$ cat config.mk
export PLATFORM = sky130hd
export DESIGN_NAME = rem_issue_seq
export DESIGN_NICKNAME = d
export VERILOG_FILES = /design/src/rtl/rem_issue_seq.sv
export SDC_FILE = /design/constraint.sdc
export NUM_CORES = 1
export LEC_CHECK = 0
export ABC_AREA = 1
export BUFFER_PORTS_ARGS = -buffer_cell sky130_fd_sc_hd__clkbuf_2
export CAP_MARGIN = 20
export CORE_MARGIN = 1.5
export CORE_UTILIZATION = 50
export CTS_BUF_LIST = sky130_fd_sc_hd__clkbuf_4 sky130_fd_sc_hd__clkbuf_8 sky130_fd_sc_hd__clkbuf_16
export DETAILED_ROUTE_END_ITERATION = 16
export PLACE_DENSITY = 0.84
export SYNTH_ARGS = -nofsm -noshare
export SYNTH_HDL_FRONTEND = slang
export SYNTH_SLANG_ARGS = --single-unit
$ cat constraint.sdc
create_clock -name clk -period 1.83 [get_ports clk]
set_input_delay 0.183 -clock clk [delete_from_list [all_inputs] [get_ports clk]]
set_output_delay 0.183 -clock clk [all_outputs]
set_load 0.02 [all_outputs]
$ cat src/rtl/rem_issue_seq.sv
// Issue stage for the combinational signed-remainder unit: operand FIFO,
// settle-timed drive/capture sequencer, registered result port, dz counter.
module rem_issue_seq #(
    parameter int DEPTH  = 4,
    parameter int SETTLE = 1
) (
    input  logic       clk,
    input  logic       rst,
    input  logic       in_valid,
    output logic       in_ready,
    input  logic [2:0] in_a,
    input  logic [2:0] in_b,
    output logic [2:0] rem_a,
    output logic [2:0] rem_b,
    input  logic [4:0] rem_r,
    input  logic       rem_dzf,
    input  logic       rem_sf,
    input  logic       rem_zf,
    output logic       out_valid,
    input  logic       out_ready,
    output logic [2:0] out_a,
    output logic [2:0] out_b,
    output logic [4:0] out_r,
    output logic       out_dzf,
    output logic       out_sf,
    output logic       out_zf,
    output logic [7:0] dz_count,
    output logic       busy
);

    localparam int PW = $clog2(DEPTH);
    localparam int CW = (SETTLE > 1) ? $clog2(SETTLE) : 1;

    typedef enum logic [1:0] {
        IDLE,
        DRIVE,
        HOLD
    } state_t;

    state_t         state;
    state_t         state_nx;
    logic [2:0]     mem_a [DEPTH];
    logic [2:0]     mem_b [DEPTH];
    logic [PW-1:0]  wr_ptr;
    logic [PW-1:0]  rd_ptr;
    logic [PW:0]    count;
    logic [CW-1:0]  settle_cnt;
    logic           push;
    logic           pop;
    logic           capture;
    logic           out_done;

    // Fullness ignores a same-cycle pop on purpose.
    assign in_ready = (count != (PW+1)'(DEPTH)) && !rst;
    assign push     = in_valid && in_ready;
    assign busy     = (state != IDLE);

    always_comb begin
        state_nx = state;
        pop      = 1'b0;
        capture  = 1'b0;
        out_done = 1'b0;
        unique case (state)
            IDLE: begin
                if (count != '0) begin
                    pop      = 1'b1;
                    state_nx = DRIVE;
                end
            end
            DRIVE: begin
                if (settle_cnt == '0) begin
                    capture  = 1'b1;
                    state_nx = HOLD;
                end
            end
            HOLD: begin
                if (out_ready) begin
                    out_done = 1'b1;
                    if (count != '0) begin
                        pop      = 1'b1;
                        state_nx = DRIVE;
                    end else begin
                        state_nx = IDLE;
                    end
                end
            end
            default: state_nx = IDLE;
        endcase
    end

    always_ff @(posedge clk or posedge rst) begin
        if (rst) state <= IDLE;
        else     state <= state_nx;
    end

    always_ff @(posedge clk) begin
        if (push) begin
            mem_a[wr_ptr] <= in_a;
            mem_b[wr_ptr] <= in_b;
        end
    end

    always_ff @(posedge clk or posedge rst) begin
        if (rst) begin
            wr_ptr <= '0;
            rd_ptr <= '0;
            count  <= '0;
        end else begin
            if (push) wr_ptr <= wr_ptr + 1'b1;
            if (pop)  rd_ptr <= rd_ptr + 1'b1;
            if (push && !pop)      count <= count + 1'b1;
            else if (!push && pop) count <= count - 1'b1;
        end
    end

    always_ff @(posedge clk or posedge rst) begin
        if (rst) begin
            rem_a      <= '0;
            rem_b      <= '0;
            settle_cnt <= '0;
        end else if (pop) begin
            rem_a      <= mem_a[rd_ptr];
            rem_b      <= mem_b[rd_ptr];
            settle_cnt <= CW'(SETTLE - 1);
        end else if (state == DRIVE && settle_cnt != '0) begin
            settle_cnt <= settle_cnt - 1'b1;
        end
    end

    // A divide-by-zero result is normalised: only the flag survives.
    always_ff @(posedge clk or posedge rst) begin
        if (rst) begin
            out_valid <= 1'b0;
            out_a     <= '0;
            out_b     <= '0;
            out_r     <= '0;
            out_dzf   <= 1'b0;
            out_sf    <= 1'b0;
            out_zf    <= 1'b0;
            dz_count  <= '0;
        end else if (capture) begin
            out_valid <= 1'b1;
            out_a     <= rem_a;
            out_b     <= rem_b;
            out_dzf   <= rem_dzf;
            if (rem_dzf) begin
                out_r  <= '0;
                out_sf <= 1'b0;
                out_zf <= 1'b0;
                if (dz_count != 8'hFF) dz_count <= dz_count + 1'b1;
            end else begin
                out_r  <= rem_r;
                out_sf <= rem_sf;
                out_zf <= rem_zf;
            end
        end else if (out_done) begin
            out_valid <= 1'b0;
        end
    end

endmodule

==> impl_metrics.env, run 1 <==
export IMPL_cellPowerDensity_nw_per_um2=1650
export IMPL_rows=26
export IMPL_yosysWarnings=0
export IMPL_clock_skew_ns=0.00597
export IMPL_grt_pass1_vias=2016
export IMPL_critPathKind="flip-flop to flip-flop"
export IMPL_synth_top_cells_by_count="nand2_1 (91), dfrtp_1 (39), inv_1 (36)"
export IMPL_ctsRootBufferMaster="clkbuf_8"
export IMPL_fin_nets=377
export IMPL_period_needed_ns=1.79
export IMPL_fin_crit_sh_pct=97.5
export IMPL_cp_data_required_time_ns=2.05
export IMPL_relSlewSlack_pct=56.8
export IMPL_holdBufCountCts=0
export IMPL_syn_area_per_cell_um2=9.71
export IMPL_start_util_pct=53.0
export IMPL_ctsHtreeMaxLevel=3
export IMPL_dpl_hpwl_mm=3.67
export IMPL_clock_latency_ns=0.34
export IMPL_min_path_type="input pin to asynchronous set/reset pin"
export IMPL_status="completed"
export IMPL_rsz0062_at_grt="yes"
export IMPL_dieHeight_um=77.5
export IMPL_crit_fanout=3
export IMPL_worst_slew_pin_slew_ns=0.648
export IMPL_antenna_cells=0
export IMPL_die_w_um=77.5
export IMPL_p_total_uw=5660
export IMPL_vdd_drop_max_v=0.000698
export IMPL_syn_inst=286
export IMPL_drive_above_1_share_pct=27.7
export IMPL_grt_usage_pct=19.9
export IMPL_synth_most_common_cell="nand2_1"
export IMPL_clk_pin_slew_ns=0.07
export IMPL_post_route_drc_count=0
export IMPL_cts_buffers_inserted=9
export IMPL_routed_wl_mm=5.45
export IMPL_fillers=423
export IMPL_antenna_found_initial=0
export IMPL_wl_per_cell_um=12.8
export IMPL_route_vias_total=2096
export IMPL_max_freq_mhz=560
export IMPL_synth_edf_count=24
export IMPL_max_cap_viol_count=0
export IMPL_finalHoldViolCount=0
export IMPL_port_buffer_count=48
export IMPL_crit_path_start_kind="flip-flop"
export IMPL_multi_input_area_um2=955
export IMPL_syn_num_nets=311
export IMPL_cts_tree="built"
export IMPL_final_max_slew_violation_count=0
export IMPL_synth_seq_area_share_pct=61.1
export IMPL_detail_route_antenna_nets=0
export IMPL_yosys_area_top_type_share_pct=35.2
export IMPL_setup_viol_count_final=0
export IMPL_fin_setup_tns_ns=0
export IMPL_clockBufferDepth=2
export IMPL_drt_first_iter_violations=161
export IMPL_netlist_area_um2=2780
export IMPL_gp_congestion=0.803
export IMPL_area_growth_pct=23.5
export IMPL_synth_area_leaders="dfrtp_1 (35%), edfxtp_1 (26%), nand2_1 (12%), inv_1 (4.9%), o21ai_0 (4.3%)"
export IMPL_crit_arrival_ns=2.00
export IMPL_ys_types=27
export IMPL_clock_sinks=63
export IMPL_io_pins=49
export IMPL_cp_end_kind="flip-flop"
export IMPL_grt_pass1_wl_mm=9.20
export IMPL_dieArea_um2=6010
export IMPL_core_um2=5240
export IMPL_grt_overflow=0
export IMPL_regArea_um2=1700
export IMPL_yosys_area_top_type="dfrtp_1"
export IMPL_ys_flop_type="dfrtp_1"
export IMPL_via_per_inst=4.91
export IMPL_grt_max_degree=40
export IMPL_synth_async_reset_ratio_pct=61.9
export IMPL_ys_ff_latch=63
export IMPL_drt_first_pass_iters=4
export IMPL_leakage_uw=0.00168
==> where the power goes <==
group	total [uW]	switching (uW)	internal [uW]
Sequential	2250	365	1890
Clock	1190	558	630
Combinational	2220	1380	843
Total	5660	2300	3360
==> kinds of logic (layout without fill, tap and decap cells) <==
logic type,count (synthesis),after routing,share of synthesized area [%]
and+or+nand+nor,122,122,18.5
DFF,63,63,61.1
buffers and inverters,44,115,6.53
AOI/OAI and AO/OA,42,42,7.80
adders and majority gates,7,7,3.42
xor gates and xnor gates,7,7,2.21
muxes,1,1,0.406
==> what timing repair did <==
| action | in CTS | in global routing |
|---|---|---|
| buffers inserted | 1 | 1 |
| pin swaps | 2 | 6 |
| setup endpoints to repair | 2 | 2 |
| gates resized for setup | 3 | 8 |
==> sequential cells by signal, indices dropped and copies added, names as in the netlist <==
| register | count |
|---|---|
| mem_a | 12 |
| mem_b | 12 |
| dz_count | 8 |
| out_r | 5 |
| count | 3 |
| out_a | 3 |
| out_b | 3 |
| rem_a | 3 |
| rem_b | 3 |
| rd_ptr | 2 |
| state | 2 |
| wr_ptr | 2 |
| out_dzf | 1 |
| out_sf | 1 |
| out_valid | 1 |
| out_zf | 1 |
| settle_cnt | 1 |
==> path summary, 6_finish.rpt <==
check                      startpoint        end  slack (ns)  depth (start not counted)
min                               rst   rem_a[1]        0.04                          3
min reg2reg                  out_b[2]   out_b[2]        0.48                          2
max in group asynchronous         rst  rd_ptr[0]        1.46                          3
max                          count[1]   count[2]        0.04                          9
max reg2reg                  count[1]   count[2]        0.04                          9
min in group clk            out_ready   state[1]        0.05                          2
==> critical path: stages (launching register included) <==
cell	delay, ns
dfrtp_1	0.41
nor2_4	0.15
nand2_2	0.09
nand2_4	0.08
ha_4	0.14
inv_4	0.04
fa_2	0.36
a21oi_1	0.18
nand2_2	0.06
xor2_1	0.16
==> cell type report <==
| class | count | area share, % |
|---|---|---|
| flip-flops and latches | 63 | 49.5 |
| multi-input cells | 179 | 27.8 |
| repair buffers | 62 | 10.1 |
| inverters | 37 | 4.31 |
| clock buffers | 9 | 3.61 |
| well taps | 70 | 2.55 |
| clock inverters | 7 | 2.15 |
==> per-stage QoR <==
step	instance area (um2)	worst slack, ns	util (%)	hold slack (ns)	instances
final	3430	0.0449	65.5	0.0371	427
after global routing	3430	-0.0412	65.5	0.0534	427
after global placement	3180	-0.00334	60.8	0.392	409
after CTS	3400	0.00314	64.8	0.0421	426
after floorplan	2810	-0.281	-	0.172	286
after detailed placement	3180	-0.0948	60.8	0.400	409
==> cells in the final DEF, fill, tap and decap left out, types with 3 or more instances in the layout <==
master,synthesis,layout
buf_4,3,14
xor2_1,4,4
nand2_1,91,87
inv_1,36,33
clkinv_4,0,3
xnor2_1,3,3
clkbuf_2,1,48
nand3_1,13,12
o21ai_0,24,24
nor2_1,11,10
ha_1,6,5
a21oi_1,15,14
dfrtp_1,39,39
clkbuf_8,0,9
edfxtp_1,24,24
nand2_2,1,4
==> routing by layer <==
layer | routed length [um] | share of wire [%] | track usage (%) | vias up
met4 | 159 | 2.9 | 12.4 | 0
met5 | 0 | 0 | 0 | -
met2 | 2540 | 47 | 29.8 | 56
met1 | 2540 | 47 | 26.8 | 978
li1 | - | - | - | 1047
met3 | 200 | 3.7 | 3.65 | 15
(Power assumes the default switching activity.)
==> inputs of run 2 (changes only) <==
--- a/config.mk
+++ b/config.mk
@@ -9,10 +9,10 @@
 export BUFFER_PORTS_ARGS = -buffer_cell sky130_fd_sc_hd__clkbuf_2
 export CAP_MARGIN = 20
 export CORE_MARGIN = 1.5
-export CORE_UTILIZATION = 50
+export CORE_UTILIZATION = 55
 export CTS_BUF_LIST = sky130_fd_sc_hd__clkbuf_4 sky130_fd_sc_hd__clkbuf_8 sky130_fd_sc_hd__clkbuf_16
 export DETAILED_ROUTE_END_ITERATION = 16
-export PLACE_DENSITY = 0.84
+export PLACE_DENSITY = 0.88
 export SYNTH_ARGS = -nofsm -noshare
 export SYNTH_HDL_FRONTEND = slang
 export SYNTH_SLANG_ARGS = --single-unit
==> constraint.sdc (replaced) <==
create_clock -name clk -period 1.92 [get_ports clk]
set_input_delay 0.192 -clock clk [delete_from_list [all_inputs] [get_ports clk]]
set_output_delay 0.192 -clock clk [all_outputs]
set_load 0.02 [all_outputs]
==> impl_metrics.env, run 2 (same netlist as run 1, synthesis figures left out) <==
export IMPL_status="completed"
export IMPL_cp_data_required_time_ns=2.15
export IMPL_max_cap_viol_count=0
export IMPL_start_util_pct=58.0
export IMPL_leakage_uw=0.00169
export IMPL_routed_wl_mm=5.54
export IMPL_cts_buffers_inserted=9
export IMPL_clock_sinks=63
export IMPL_cts_tree="built"
export IMPL_period_needed_ns=1.84
export IMPL_grt_overflow=0
export IMPL_relSlewSlack_pct=53.9
export IMPL_worst_slew_pin_slew_ns=0.691
export IMPL_via_per_inst=5.04
export IMPL_p_total_uw=5640
export IMPL_io_pins=49
export IMPL_drive_above_1_share_pct=26.1
export IMPL_min_path_type="input pin to asynchronous set/reset pin"
export IMPL_final_cell_mix="nand2_1 (90), clkbuf_2 (48), dfrtp_1 (39)"
export IMPL_met2_length_mm=2.66
export IMPL_dieArea_um2=5480
export IMPL_clockBufferDepth=2
export IMPL_finalHoldViolCount=0
export IMPL_wl_per_cell_um=13.1
export IMPL_holdBufCountCts=0
export IMPL_largest_registers="mem_a (12), mem_b (12), dz_count (8)"
export IMPL_post_route_drc_count=0
export IMPL_ctsRootBufferMaster="clkbuf_8"
export IMPL_utilization_pct=71.8
export IMPL_dieHeight_um=74.1
export IMPL_setup_viol_count_final=0
export IMPL_reg2reg_from="state[0]"
export IMPL_rsz0062_at_grt="no"
export IMPL_met1_length_mm=2.54
export IMPL_drt_first_pass_iters=5
export IMPL_route_vias_total=2134
export IMPL_cellPowerDensity_nw_per_um2=1640
export IMPL_rows=25
export IMPL_dpl_hpwl_mm=3.64
export IMPL_vdd_drop_max_v=0.000709
export IMPL_detail_route_antenna_nets=0
export IMPL_core_um2=4790
export IMPL_clock_skew_ns=0.00495
export IMPL_final_max_slew_violation_count=0
export IMPL_ctsHtreeMaxLevel=3
export IMPL_max_freq_mhz=543
export IMPL_drt_first_iter_violations=158
export IMPL_grt_usage_pct=22.1
export IMPL_clock_latency_ns=0.34
export IMPL_placedCellCount=403
export IMPL_port_buffer_count=48
export IMPL_antenna_found_initial=0
export IMPL_crit_fanout=6
export IMPL_fin_cells=423
export IMPL_cp_end_kind="flip-flop"
export IMPL_fin_nets=376
export IMPL_fillers=324
export IMPL_die_w_um=74.1
export IMPL_antenna_cells=0
export IMPL_critPathKind="flip-flop to flip-flop"
export IMPL_clk_pin_slew_ns=0.07
export IMPL_area_growth_pct=23.8
export IMPL_crit_arrival_ns=2.07
export IMPL_fin_crit_sh_pct=95.9
export IMPL_cp_startpoint="state[0]"
export IMPL_wl_met3_um=250
export IMPL_crit_path_start_kind="flip-flop"
export IMPL_layout_commonest_cell="nand2_1"
export IMPL_grt_max_degree=40
export IMPL_grt_pass1_vias=1950
export IMPL_top_layer_used="met4"
export IMPL_gp_congestion=0.782
export IMPL_grt_pass1_wl_mm=8.80
[run 2: cell types whose count changed in the layout (fill, tap and decap cells not counted), sizes merged]
cell and change:
bufinv +2, clkinv -2, buf -1, clkinvlp -1, inv +1
[run 2: repair_timing]
item | in CTS | in global routing
hold endpoints to repair | 0 | 0
gates resized for setup | 1 | 2
setup endpoints to repair | 1 | 1
buffers inserted | 0 | 4
pin swaps | 0 | 3
[run 2: layout make-up]
type / count / area (um2) / share of cell area [%]
Tap cell: 67 / 83.8 / 2.44
Inverter: 37 / 145 / 4.22
Clock buffer: 9 / 124 / 3.60
Clock inverter: 7 / 120 / 3.49
Sequential cell: 63 / 1700 / 49.3
Multi-Input combinational cell: 179 / 931 / 27.1
Timing Repair Buffer: 61 / 338 / 9.83
[run 2: final timing paths]
| check | end | slack (ns) | cells after the start |
|---|---|---|---|
| max in group asynchronous | out_valid | 1.55 | 3 |
| setup / recovery | count[1] | 0.08 | 6 |
| setup reg to reg | count[1] | 0.08 | 6 |
| hold / removal | wr_ptr[0] | 0.04 | 3 |
| hold reg to reg | out_dzf | 0.49 | 2 |
| min in group clk | state[1] | 0.05 | 2 |
[run 2: power by group]
group	total, uW	internal [uW]	switching [uW]
logic	2060	768	1290
clock network	1420	867	551
registers	2160	1800	361
[run 2: critical path, stage by stage (launching register included)]
cell and delay [ns]:
dfrtp_1 0.44, a21oi_1 0.24, nand2_2 0.12, ha_4 0.17
inv_2 0.06, fa_2 0.42, mux2_2 0.26
[run 2: per-stage QoR]
| stage | hold slack [ns] | area, um2 | worst slack, ns | TNS, ns |
|---|---|---|---|---|
| after floorplan | 0.181 | 2810 | -0.200 | -0.275 |
| after global placement | 0.406 | 3160 | 0.0731 | 0 |
| after detailed placement | 0.404 | 3160 | 0.0168 | 0 |
| after CTS | 0.0438 | 3400 | 0.0243 | 0 |
| after global routing | 0.0397 | 3440 | 0.0136 | 0 |
| final | 0.0358 | 3440 | 0.0796 | 0 |
[run 2: layer usage]
layer / GRT usage, % / up-vias
li1: - / 1045
met1: 29.3 / 1020
met2: 33.1 / 61
met3: 6.23 / 8
met4: 11.7 / 0
met5: 0 / -
